<file path="config.mk">
export PLATFORM = sky130hd
export DESIGN_NAME = mem_port_arbiter
export DESIGN_NICKNAME = d
export VERILOG_FILES = /design/src/rtl/mem_port_pkg.sv /design/src/rtl/mem_port_arbiter_rr.sv /design/src/rtl/mem_port_arbiter.sv
export SDC_FILE = /design/constraint.sdc
export NUM_CORES = 1
export LEC_CHECK = 0
export CORE_MARGIN = 2
export CORE_UTILIZATION = 45
export CTS_CLUSTER_DIAMETER = 30
export DETAILED_ROUTE_END_ITERATION = 10
export PLACE_DENSITY = 0.86
export SYNTH_ARGS = -nofsm -noshare
export SYNTH_HDL_FRONTEND = slang
export SYNTH_SLANG_ARGS = --single-unit
export TNS_END_PERCENT = 20
</file>
<file path="constraint.sdc">
create_clock -name clk -period 2.95 [get_ports clk]
set_input_delay 0.4425 -clock clk [delete_from_list [all_inputs] [get_ports clk]]
set_output_delay 0.4425 -clock clk [all_outputs]
set_load 0.005 [all_outputs]
</file>
<file path="src/rtl/mem_port_pkg.sv">
// Shared types for mem_port_arbiter.
// FSM states, requester port ids and the SRAM/SPI address split.
package mem_port_pkg;

    typedef enum logic [2:0] {
        MPA_IDLE,
        MPA_ISSUE,
        MPA_WAIT_RD,
        MPA_WAIT_WR,
        MPA_RESP
    } mpa_state_e;

    typedef enum logic {
        PORT_DATA  = 1'b0,
        PORT_INSTR = 1'b1
    } mpa_port_e;

    localparam logic [31:0] SRAM_LIMIT_DEFAULT = 32'h0000_2000;

endpackage

</file>
<file path="src/rtl/mem_port_arbiter_rr.sv">
// Two-way round-robin arbiter, one-hot grant.
// Priority flips to the non-granted requester when advance_i is set.
module rr_arbiter2 (
    input  logic       clk_i,
    input  logic       rst_ni,
    input  logic [1:0] req_i,
    input  logic       advance_i,
    output logic [1:0] gnt_o
);

    logic prio_q;
    logic prio_d;

    always_comb begin
        gnt_o = 2'b00;
        if (req_i[prio_q]) begin
            gnt_o[prio_q] = 1'b1;
        end else if (req_i[~prio_q]) begin
            gnt_o[~prio_q] = 1'b1;
        end
    end

    // granting requester 0 hands priority to requester 1 and vice versa
    assign prio_d = advance_i ? gnt_o[0] : prio_q;

    always_ff @(posedge clk_i or negedge rst_ni) begin
        if (!rst_ni) begin
            prio_q <= 1'b0;
        end else begin
            prio_q <= prio_d;
        end
    end

endmodule

</file>
<file path="src/rtl/mem_port_arbiter.sv">
// Fetch/data front end for storage_controller: one transaction
// at a time, external writes rejected, stuck external reads timed out.
module mem_port_arbiter
    import mem_port_pkg::*;
#(
    parameter int unsigned MEM_W          = 32,
    parameter logic [31:0] SRAM_LIMIT     = SRAM_LIMIT_DEFAULT,
    parameter int unsigned TIMEOUT_CYCLES = 1024
) (
    input  logic               clk,
    input  logic               rst,
    input  logic               instr_req_i,
    input  logic [31:0]        instr_addr_i,
    output logic               instr_gnt_o,
    output logic               instr_rvalid_o,
    output logic [MEM_W-1:0]   instr_rdata_o,
    output logic               instr_err_o,
    input  logic               data_req_i,
    input  logic               data_we_i,
    input  logic [MEM_W/8-1:0] data_be_i,
    input  logic [31:0]        data_addr_i,
    input  logic [MEM_W-1:0]   data_wdata_i,
    output logic               data_gnt_o,
    output logic               data_rvalid_o,
    output logic [MEM_W-1:0]   data_rdata_o,
    output logic               data_err_o,
    output logic               mem_access_o,
    output logic               mem_we_o,
    output logic [31:0]        mem_addr_o,
    output logic [MEM_W-1:0]   mem_wdata_o,
    output logic [MEM_W/8-1:0] mem_be_o,
    input  logic [MEM_W-1:0]   mem_rdata_i,
    input  logic               mem_valid_i,
    output logic               fault_o
);

    localparam int unsigned BE_W  = MEM_W / 8;
    localparam int unsigned CNT_W = $clog2(TIMEOUT_CYCLES);

    mpa_state_e         state_q, state_d;
    mpa_port_e          owner_q, owner_d;
    logic               we_q, we_d;
    logic [31:0]        addr_q, addr_d;
    logic [MEM_W-1:0]   wdata_q, wdata_d;
    logic [BE_W-1:0]    be_q, be_d;
    logic [MEM_W-1:0]   rdata_q, rdata_d;
    logic               err_q, err_d;
    logic               byp_q, byp_d;
    logic               fault_q, fault_d;
    logic [CNT_W-1:0]   cnt_q, cnt_d;

    logic [1:0]         arb_gnt;
    logic               idle;
    logic               grant;
    logic               sel_instr;
    logic               g_we;
    logic [31:0]        g_addr;
    logic [BE_W-1:0]    g_be;
    logic [MEM_W-1:0]   g_wdata;
    logic               g_byp;
    logic               mem_on;
    logic               resp;

    assign idle  = (state_q == MPA_IDLE);
    assign grant = idle & (|arb_gnt);

    rr_arbiter2 u_arb (
        .clk_i     (clk),
        .rst_ni    (rst),
        .req_i     ({instr_req_i, data_req_i}),
        .advance_i (grant),
        .gnt_o     (arb_gnt)
    );

    assign data_gnt_o  = rst & idle & arb_gnt[0];
    assign instr_gnt_o = rst & idle & arb_gnt[1];

    always_comb begin
        sel_instr = arb_gnt[1];
        g_we      = sel_instr ? 1'b0 : data_we_i;
        g_addr    = sel_instr ? instr_addr_i : data_addr_i;
        g_be      = sel_instr ? '1 : data_be_i;
        g_wdata   = sel_instr ? '0 : data_wdata_i;
        // external writes, and external reads once faulted, never reach the controller
        g_byp     = (g_addr >= SRAM_LIMIT) & (g_we | fault_q);
    end

    always_comb begin
        state_d = state_q;
        owner_d = owner_q;
        we_d    = we_q;
        addr_d  = addr_q;
        wdata_d = wdata_q;
        be_d    = be_q;
        rdata_d = rdata_q;
        err_d   = err_q;
        byp_d   = byp_q;
        fault_d = fault_q;
        cnt_d   = cnt_q;
        unique case (state_q)
            MPA_IDLE: begin
                if (grant) begin
                    owner_d = sel_instr ? PORT_INSTR : PORT_DATA;
                    we_d    = g_we;
                    addr_d  = g_addr;
                    wdata_d = g_wdata;
                    be_d    = g_be;
                    rdata_d = '0;
                    err_d   = g_byp;
                    byp_d   = g_byp;
                    state_d = g_byp ? MPA_RESP : MPA_ISSUE;
                end
            end
            MPA_ISSUE: begin
                cnt_d   = '0;
                state_d = we_q ? MPA_WAIT_WR : MPA_WAIT_RD;
            end
            MPA_WAIT_WR: begin
                state_d = MPA_RESP;
            end
            MPA_WAIT_RD: begin
                if (mem_valid_i) begin
                    rdata_d = mem_rdata_i;
                    state_d = MPA_RESP;
                end else if (cnt_q == CNT_W'(TIMEOUT_CYCLES - 1)) begin
                    err_d   = 1'b1;
                    fault_d = 1'b1;
                    state_d = MPA_RESP;
                end else begin
                    cnt_d = cnt_q + CNT_W'(1);
                end
            end
            MPA_RESP: begin
                state_d = MPA_IDLE;
            end
            default: begin
                state_d = MPA_IDLE;
            end
        endcase
    end

    always_ff @(posedge clk or negedge rst) begin
        if (!rst) begin
            state_q <= MPA_IDLE;
            owner_q <= PORT_DATA;
            we_q    <= 1'b0;
            addr_q  <= '0;
            wdata_q <= '0;
            be_q    <= '0;
            rdata_q <= '0;
            err_q   <= 1'b0;
            byp_q   <= 1'b0;
            fault_q <= 1'b0;
            cnt_q   <= '0;
        end else begin
            state_q <= state_d;
            owner_q <= owner_d;
            we_q    <= we_d;
            addr_q  <= addr_d;
            wdata_q <= wdata_d;
            be_q    <= be_d;
            rdata_q <= rdata_d;
            err_q   <= err_d;
            byp_q   <= byp_d;
            fault_q <= fault_d;
            cnt_q   <= cnt_d;
        end
    end

    assign mem_on       = ~idle & ~byp_q;
    assign mem_access_o = (state_q == MPA_ISSUE);
    assign mem_we_o     = mem_on & we_q;
    assign mem_addr_o   = mem_on ? addr_q : '0;
    assign mem_wdata_o  = mem_on ? wdata_q : '0;
    assign mem_be_o     = mem_on ? be_q : '0;

    assign resp           = (state_q == MPA_RESP);
    assign data_rvalid_o  = resp & (owner_q == PORT_DATA);
    assign instr_rvalid_o = resp & (owner_q == PORT_INSTR);
    assign data_rdata_o   = data_rvalid_o ? rdata_q : '0;
    assign instr_rdata_o  = instr_rvalid_o ? rdata_q : '0;
    assign data_err_o     = data_rvalid_o & err_q;
    assign instr_err_o    = instr_rvalid_o & err_q;
    assign fault_o        = fault_q;

endmodule

</file>
Yosys cells after proc, flatten, opt, wreduce, memory -nomap -nowiden. Index checks and enable logic that the tools add are counted.

RAM bits: 0. Memories: 0. Flip-flop bits (word level): 119. Logic and storage cells: 94. Bits in read-only memories: 0. Bits in latches: 0. Output and inout bits: 141.

Reductions and logical operators: 12. Equal/unequal tests: 11. Shift-type cells: 0. Mux-type cells: 36. $add $sub $neg: 1. Bitwise logic cells: 17. Multipliers: 0. Divide/modulo/power cells: 0. Order comparisons: 5.

Operators by type and width (count): two-way mux 32 bit (8); case mux 32 bit (2 select lines) (1); >= comparator 32 x 14 -> 1 bit (second input constant) (1); two-way mux 10 bit (2); case mux 10 bit (2 select lines) (1); two-way mux 1 bit (12); two-way mux 3 bit (4); case mux 3 bit (4 select lines) (1); AND 1 bit (11); adder 10 x 1 -> 10 bit (second input constant) (1); == test 10 bit (second input constant) (1); AND reduction 3 bit (3); two-way mux 4 bit (2); inequality test 2 bit (second input constant) (4); == test 3 x 2 -> 1 bit (second input constant) (2); NOT 1 bit (5); less-than comparator 1 x 2 -> 1 bit (second input constant) (2); two-way mux 2 bit (2); AND reduction 2 bit (2); AND reduction 4 bit (1); nonzero test 2 bit (2); == test 3 x 1 -> 1 bit (second input constant) (1); == test 3 bit (second input constant) (1); logical NOT 3 bit (1); 8 further kinds (11).

Longest topological paths before layout. Gate-level depths: netlist of run 1.

Depth in word-level cells: 13. Depth in mapped cells: 7. Mapped depth without buffers: 6.

Modules after synthesis. From an unflattened synthesis of run 1, not the netlist that was laid out.

Cell total of the unflattened synthesis: 703. Area total of the unflattened synthesis: 6155.9 sq um.

Modules (own cells, without submodules): mem_port_arbiter (area each 6093.3 sq um, sequential area each 2952.8 sq um, instances 1, cells an instance 698); rr_arbiter2 (area each 62.6 sq um, sequential area each 25.0 sq um, instances 1, cells an instance 5).

Worst setup path after synthesis of run 1. OpenSTA, ideal clock, no wires.

Path kind: reg2out. Start point: reg state_q[2]. End point: out data_rdata_o[22]. Path buffers: 1. Required time: 2.508 ns. Cell stages (with the launch flop): 5. Data arrival time: 1.462 ns. Setup slack: 1.045 ns. Path through: dfrtp_1 > inv_1 > nor4_1 > clkbuf_1 > and2_1.

Longest elaborated chain between the ends: 3.

RTL lines: start, declared (line mem_port_arbiter.sv:40) `mpa_state_e state_q, state_d;`; start signal, assigned (line mem_port_arbiter.sv:156) `state_q <= state_d;`; == test 3 bit (line mem_port_arbiter.sv:177) `assign resp = (state_q == MPA_RESP);`; AND 1 bit (line mem_port_arbiter.sv:178) `assign data_rvalid_o = resp & (owner_q == PORT_DATA);`; named net data_rvalid_o (line mem_port_arbiter.sv:24) `output logic data_rvalid_o,`; two-way mux 32 bit (line mem_port_arbiter.sv:180) `assign data_rdata_o = data_rvalid_o ? rdata_q : '0;`; end, declared (line mem_port_arbiter.sv:25) `output logic [MEM_W-1:0] data_rdata_o,`.

The timed path passes the listed nets, and every way through them passes these cells.

Worst setup path in the final report of run 1.
Start point: reg state_q[1]. End point: out mem_wdata_o[28].

Longest elaborated chain between the ends: 4.

RTL lines: logical NOT 3 bit (line mem_port_arbiter.sv:64) `assign idle = (state_q == MPA_IDLE);`; NOT 1 bit (line mem_port_arbiter.sv:170) `assign mem_on = ~idle & ~byp_q;`; AND 1 bit (line mem_port_arbiter.sv:170); two-way mux 32 bit (line mem_port_arbiter.sv:174) `assign mem_wdata_o = mem_on ? wdata_q : '0;`; end, declared (line mem_port_arbiter.sv:30) `output logic [MEM_W-1:0] mem_wdata_o,`.

No other way between the ends.

==> results of run 1 <==
layer usage:
layer	up-vias	GRT usage (%)
li1	2974	-
met1	2813	29.9
met2	259	43.6
met3	36	8.16
met4	0	10.4
met5	-	0
layout make-up:
type,count,area (um^2),area share (%)
tap,176,220,2.27
clock inverter,11,195,2.01
clock buffer,21,460,4.74
sequential,119,2980,30.6
timing repair buffer,294,2910,30.0
multi-input combinational,575,2940,30.2
inverter,4,15.0,0.154
stage by stage:
step / area (um^2) / std cells / hold WS (ns) / util (%)
3_5_place_dp: 9060 / 1168 / 0.447 / 68.5
5_1_grt: 9720 / 1200 / 0.212 / 73.4
4_1_cts: 9720 / 1200 / 0.179 / 73.4
2_1_floorplan: 6110 / 751 / 0.147 / -
3_3_place_gp: 9060 / 1168 / 0.441 / 68.5
6_report: 9720 / 1200 / 0.154 / 73.4
state kept, by name, indices dropped and copies added, names as in the netlist:
| name | count |
|---|---|
| addr_q | 32 |
| be_q | 4 |
| byp_q | 1 |
| cnt_q | 10 |
| err_q | 1 |
| fault_o | 1 |
| owner_q | 1 |
| rdata_q | 32 |
| state_q | 3 |
| u_arb.prio_q | 1 |
| wdata_q | 32 |
| we_q | 1 |
worst min path at each step:
stage / start / to / slack, ns / depth (start not counted)
after floorplan: rst / addr_q[0] / 0.15 / 0
after global placement: wdata_q[24] / wdata_q[24] / 0.44 / 2
after detailed placement: be_q[2] / be_q[2] / 0.45 / 2
after CTS: rst / addr_q[14] / 0.18 / 2
after global routing: rst / addr_q[14] / 0.21 / 2
final: rst / addr_q[7] / 0.15 / 2
Yosys cell counts, types with 2 or more instances:
cell type / number
sky130_fd_sc_hd__nor3_1: 7
sky130_fd_sc_hd__nand3_1: 45
sky130_fd_sc_hd__dfrtp_1: 119
sky130_fd_sc_hd__xor2_1: 3
sky130_fd_sc_hd__a21o_1: 2
sky130_fd_sc_hd__o21ai_0: 41
sky130_fd_sc_hd__nand2_1: 210
sky130_fd_sc_hd__xnor2_1: 2
sky130_fd_sc_hd__o211ai_1: 4
sky130_fd_sc_hd__nand4_1: 2
sky130_fd_sc_hd__buf_2: 12
sky130_fd_sc_hd__nor2_1: 48
sky130_fd_sc_hd__and3_1: 2
sky130_fd_sc_hd__and2_1: 137
sky130_fd_sc_hd__or3_1: 2
sky130_fd_sc_hd__nor2b_1: 4
sky130_fd_sc_hd__inv_1: 3
sky130_fd_sc_hd__a21oi_1: 4
sky130_fd_sc_hd__mux2i_1: 2
sky130_fd_sc_hd__clkbuf_1: 39
sky130_fd_sc_hd__nor4_1: 7
sky130_fd_sc_hd__a211oi_1: 2
sky130_fd_sc_hd__a31oi_1: 36
logic make-up after synthesis:
group | count (synthesis)
and+or+nand+nor | 471
adders and majority gates | 1
DFF | 119
muxes | 2
AOI/OAI and AO/OA | 96
xor gates and xnor gates | 5
buffers and inverters | 57
power by group through the flow:
stage / Clock, mW / Combinational, mW / Sequential [mW]
CTS: 2.32 / 4.10 / 2.75
global route: 2.40 / 4.49 / 2.85
global placement: 0 / 4.00 / 2.75
floorplan: 0 / 2.15 / 2.60
finish: 2.29 / 4.06 / 2.75
detailed placement: 0 / 4.06 / 2.77
worst max-delay path, cell delays in order (launching register included):
cell	delay [ns]
sky130_fd_sc_hd__dfrtp_1	0.48
sky130_fd_sc_hd__nor3_1	0.08
sky130_fd_sc_hd__buf_4	0.19
sky130_fd_sc_hd__nor2_4	0.09
sky130_fd_sc_hd__buf_4	0.35
sky130_fd_sc_hd__and2_1	0.19
sky130_fd_sc_hd__clkdlybuf4s50_1	0.55
cells in the final DEF, fill, tap and decap left out, types with 2 or more instances in the layout:
cell type / instances
sky130_fd_sc_hd__clkdlybuf4s50_1: 277
sky130_fd_sc_hd__nand2_1: 209
sky130_fd_sc_hd__and2_1: 137
sky130_fd_sc_hd__dfrtp_1: 119
sky130_fd_sc_hd__nor2_1: 46
sky130_fd_sc_hd__nand3_1: 45
sky130_fd_sc_hd__o21ai_0: 41
sky130_fd_sc_hd__a31oi_1: 36
sky130_fd_sc_hd__clkbuf_16: 17
sky130_fd_sc_hd__buf_4: 16
sky130_fd_sc_hd__nor3_1: 7
sky130_fd_sc_hd__nor4_1: 6
sky130_fd_sc_hd__bufinv_16: 5
sky130_fd_sc_hd__nor2b_1: 4
sky130_fd_sc_hd__o211ai_1: 4
sky130_fd_sc_hd__a21oi_1: 4
sky130_fd_sc_hd__inv_1: 3
sky130_fd_sc_hd__xor2_1: 3
sky130_fd_sc_hd__clkinv_4: 3
sky130_fd_sc_hd__and3_1: 2
sky130_fd_sc_hd__nor2_4: 2
sky130_fd_sc_hd__a211oi_1: 2
sky130_fd_sc_hd__or3_1: 2
sky130_fd_sc_hd__nand4_1: 2
sky130_fd_sc_hd__mux2i_1: 2
sky130_fd_sc_hd__a21o_1: 2
sky130_fd_sc_hd__xnor2_1: 2
sky130_fd_sc_hd__clkbuf_1: 2
sky130_fd_sc_hd__clkinv_2: 2
sky130_fd_sc_hd__clkbuf_8: 2
==> reports/results.ini, run 1 <==
[pwr]
power_frac_seq_pct = 30.2
comb_power_share_pct = 44.6
vdd_drop_max_v = 0.000594
total_switching_power_mw = 3.19
power_mw = 9.10
power_leakage_nw = 4.17
sw_frac_of_total_pct = 35.0
power_density_nw_per_um2 = 936
internal-power_mw = 5.91
power.share.clock_pct = 25.2

[yosys]
number_of_distinct_library_cells_after_synthesis = 41
yosys-top-cells-area = sky130_fd_sc_hd__dfrtp_1, sky130_fd_sc_hd__and2_1, sky130_fd_sc_hd__nand2_1
yosys.area.top_type = sky130_fd_sc_hd__dfrtp_1
synth_area_per_cell_um2 = 8.13
postSynthRegisterBits = 119
synthArstFlopShare_pct = 100
post_syn_instances = 751
fraction_of_the_mapped_netlist_area_in_simple_logic_gates_pct = 36.9
postSynth.topFlopCell = sky130_fd_sc_hd__dfrtp_1
xor_and_xnor_area_share_after_synthesis_pct = 0.717
synth-adder-area-share_pct = 0.205
synthMuxAreaShare_pct = 0.328
share_of_the_synthesized_area_in_the_top_cell_type_pct = 48.8
mappedNetlistArea_um2 = 6110
synth_top_family_by_area = simple AND/OR/NAND/NOR gates
seq_area_frac_synth_pct = 48.8
ys_warn_count = 0
synth_enable_flop_cells = 0
synth_compound_area_share_pct = 9.26
syn-num-nets = 890

[worst_setup_path]
timing.critical_path.from = state_q[1]
r2r-end = err_q
worstReg2RegStart = u_arb.prio_q
critPathLaunchType = flop
critical_path_class = flop to output pin
timing.critical_path.to_type = output pin
critPathCapture = mem_wdata_o[28]
crit_arrival_ns = 2.36
worst-r2r-setup-slack_ns = 0.80
r2r_cells = 6
cp_max_fo = 47
required_ns = 2.51

[clock_network]
post_cts_buffers = 0
holdBufCountCts = 0
clock_sink_count = 119
count_of_instances_resized_after_the_clock_tree_is_built = 0
tritoncts.num_buffers = 17
htreeDepth = 4
clk-insertion-delay-late_ns = 0.41
tritoncts_clock_tree = done
ctsLongestPathBuffers = 2
cts_root_buf = sky130_fd_sc_hd__clkbuf_16
worst_setup_hold_path_clk_slew_ns = 0.05

[sta]
grt_setup_unrepaired = false
share_of_the_cycle_needed_by_the_critical_path_after_routing_pct = 94.9
finalSetupViolCount = 0
slew_headroom_pct = 41.6
fin_setup_tns_ns = 0
layout_min_cycle_time_ns = 2.80
tightest_slew_ns = 0.876
skew_ns = 0.0112
fin_worst_setup_slack_ns = 0.152
max_freq_ghz = 0.357
finalHoldViolations = 0
count_of_final_max_slew_check_failures = 0

[die]
total_die_area_um2 = 14500
top_level_ports = 279
initial_utilization_pct = 46.1
chipWidth_um = 120
core_region_area_um2 = 13200
die_height_um = 120
placementRows = 42

[hold_path]
worstHoldPathType = input port to async pin

[routing]
firstDrtPassIters = 5
drt_first_iter_violations = 348
detailroute.wirelength.met3_um = 1570
top_layer = met4
via_count = 6082
vias_per_inst = 5.07
wl_met2_um = 9050
m1WireLength_um = 7200
ant_nets = 0
route.detailed.wl_per_inst_um = 15.3
drt_drc_violations_left = 0
wl_um = 18300

[global_route]
pin_count_of_the_biggest_net_entering_global_routing = 69
grt_antenna_before_repair = 0
grt_overflow_total = 0
grt_util_all_layers_pct = 25.6
grt_pass1_vias = 5875
wire_length_of_the_first_global_routing_pass_um = 29100

[placed_design]
pre_cts_ws_ns = 0.346
port_buffers = 278
dp.final_hpwl_um = 13200
routabilityCongestion = 0.834

[final_layout]
antenna-diode-count = 0
nNetsFinal = 1150
synthToLayoutAreaGrowth_pct = 59.2
fillers = 1036
post_route_cells_drive_above_1_share_pct = 5.66

[run_status]
outcome = finished, final reports clean

[flow_run]
cap_violations = 0

Power figures use the tool's default switching activity.
==> inputs of run 2 (changes only) <==
--- a/config.mk
+++ b/config.mk
@@ -10,6 +10,7 @@
 export CTS_CLUSTER_DIAMETER = 30
 export DETAILED_ROUTE_END_ITERATION = 10
 export PLACE_DENSITY = 0.86
+export REMOVE_ABC_BUFFERS = 1
 export SYNTH_ARGS = -nofsm -noshare
 export SYNTH_HDL_FRONTEND = slang
 export SYNTH_SLANG_ARGS = --single-unit
==> reports/results.ini, run 2 (same netlist as run 1, synthesis figures left out) <==
[placed_design]
placed_area_um2 = 9070
port_buffers = 278
dpl.cell_count = 1165
pre_cts_ws_ns = 0.347
dp.final_hpwl_um = 13000
routabilityCongestion = 0.805

[sta]
slew_headroom_pct = 43.5
max_freq_ghz = 0.359
finalHoldViolations = 0
final.hold.worst_slack_ns = 0.379
skew_ns = 0.0114
share_of_the_cycle_needed_by_the_critical_path_after_routing_pct = 94.5
count_of_final_max_slew_check_failures = 0
grt_setup_unrepaired = false
layout_min_cycle_time_ns = 2.79
finalSetupViolCount = 0
fin_worst_setup_slack_ns = 0.161
tightest_slew_ns = 0.848

[clock_network]
count_of_instances_resized_after_the_clock_tree_is_built = 0
tritoncts.num_buffers = 17
htreeDepth = 4
clk-insertion-delay-late_ns = 0.41
post_cts_buffers = 0
clock_sink_count = 119
tritoncts_clock_tree = done
worst_setup_hold_path_clk_slew_ns = 0.06
holdBufCountCts = 1
cts_root_buf = sky130_fd_sc_hd__clkbuf_16
ctsLongestPathBuffers = 2

[worst_setup_path]
critical_path_class = flop to output pin
required_ns = 2.51
worst-r2r-setup-slack_ns = 0.85
cp_max_fo = 64
crit_arrival_ns = 2.35
critPathLaunchType = flop
timing.critical_path.to_type = output pin

[final_layout]
fillers = 1029
layout.cells.most_common = sky130_fd_sc_hd__clkdlybuf4s50_1
final_cell_mix = sky130_fd_sc_hd__clkdlybuf4s50_1, sky130_fd_sc_hd__nand2_1, sky130_fd_sc_hd__and2_1
layoutNonFillerInstCount = 1198
area_of_the_multi_input_gates_um2 = 2940
nNetsFinal = 1148
antenna-diode-count = 0
postLayoutCoreUtil_pct = 72.8
layout.area.seq_um2 = 2980
largestRegisters = addr_q x32, rdata_q x32, wdata_q x32
post_route_design_area_um2 = 9640
post_route_cells_drive_above_1_share_pct = 5.48
synthToLayoutAreaGrowth_pct = 57.8

[die]
top_level_ports = 279
initial_utilization_pct = 46.1
die_height_um = 120
placementRows = 42
core_region_area_um2 = 13200
chipWidth_um = 120
total_die_area_um2 = 14500

[routing]
vias_per_inst = 5.02
ant_nets = 0
route.detailed.wl_per_inst_um = 15.1
via_count = 6014
firstDrtPassIters = 4
drt_drc_violations_left = 0
drt_first_iter_violations = 393
wl_um = 18100

[global_route]
grt_pass1_vias = 5749
wire_length_of_the_first_global_routing_pass_um = 29400
grt_antenna_before_repair = 0
grt_overflow_total = 0
pin_count_of_the_biggest_net_entering_global_routing = 101
grt_util_all_layers_pct = 25.7

[pwr]
vdd_drop_max_v = 0.000492
power_leakage_nw = 4.12
power_density_nw_per_um2 = 910

[hold_path]
worstHoldPathType = input port to async pin

[run_status]
outcome = finished, final reports clean

[flow_run]
cap_violations = 0

run 2: cell count changes in the layout (fill, tap and decap cells not counted):
cell	before	now
sky130_fd_sc_hd__buf_4	16	11
sky130_fd_sc_hd__bufinv_16	5	1
sky130_fd_sc_hd__clkinv_2	2	5
sky130_fd_sc_hd__clkinvlp_4	0	3
sky130_fd_sc_hd__buf_12	1	3
sky130_fd_sc_hd__clkbuf_1	2	1
sky130_fd_sc_hd__dlygate4sd3_1	0	1
sky130_fd_sc_hd__inv_6	1	0
run 2: final cells by class:
cell class	instances	area share (%)
Inverter	4	0.156
Sequential cell	119	30.9
Tap cell	176	2.28
Clock buffer	20	4.74
Timing Repair Buffer	292	30.4
Multi-Input combinational cell	575	30.5
Clock inverter	12	1.08
run 2: worst max-delay path: stages (launching register included):
cell and delay [ns]:
sky130_fd_sc_hd__dfrtp_1 0.50, sky130_fd_sc_hd__nor3_1 0.10, sky130_fd_sc_hd__buf_4 0.20, sky130_fd_sc_hd__nor2_4 0.16, sky130_fd_sc_hd__buf_12 0.23, sky130_fd_sc_hd__and2_1 0.21, sky130_fd_sc_hd__clkdlybuf4s50_1 0.51
run 2: through the flow:
step	power [mW]	setup TNS, ns
floorplan	4.59	-185.44
global placement	6.78	0
detailed placement	6.89	0
CTS	8.86	0
global route	9.44	0
finish	8.77	0
run 2: path summary, 6_finish.rpt:
path,startpoint,endpoint,cells past startpoint
worst min register to register,be_q[1],be_q[1],2
min in group clk,be_q[1],be_q[1],2
worst max-delay path,state_q[0],mem_be_o[2],6
max in group asynchronous,rst,rdata_q[8],3
worst min-delay path,rst,addr_q[5],2
worst max register to register,u_arb.prio_q,err_q,6
run 2: power by group:
part / total (mW) / internal [mW] / leakage (nW) / switching [mW]
Clock: 1.94 / 1.20 / 0.272 / 0.741
Combinational: 4.09 / 2.07 / 2.34 / 2.02
Sequential: 2.74 / 2.32 / 1.51 / 0.419
Total: 8.77 / 5.59 / 4.12 / 3.18
run 2: metal layers:
layer / vias to the layer above / share of wire [%] / global-route usage, %
met2: 240 / 50 / 43.8
li1: 2975 / - / -
met3: 24 / 8.1 / 8.16
met1: 2775 / 40 / 30.9
met5: - / 0 / 0
met4: 0 / 1.9 / 8.43
==> inputs of run 3 (changes only) <==
--- a/config.mk
+++ b/config.mk
@@ -5,6 +5,7 @@
 export SDC_FILE = /design/constraint.sdc
 export NUM_CORES = 1
 export LEC_CHECK = 0
+export CAP_MARGIN = 20
 export CORE_MARGIN = 2
 export CORE_UTILIZATION = 45
 export CTS_CLUSTER_DIAMETER = 30
==> results of run 3 <==
The final DEF is identical to that of run 2; final timing and power are the same.
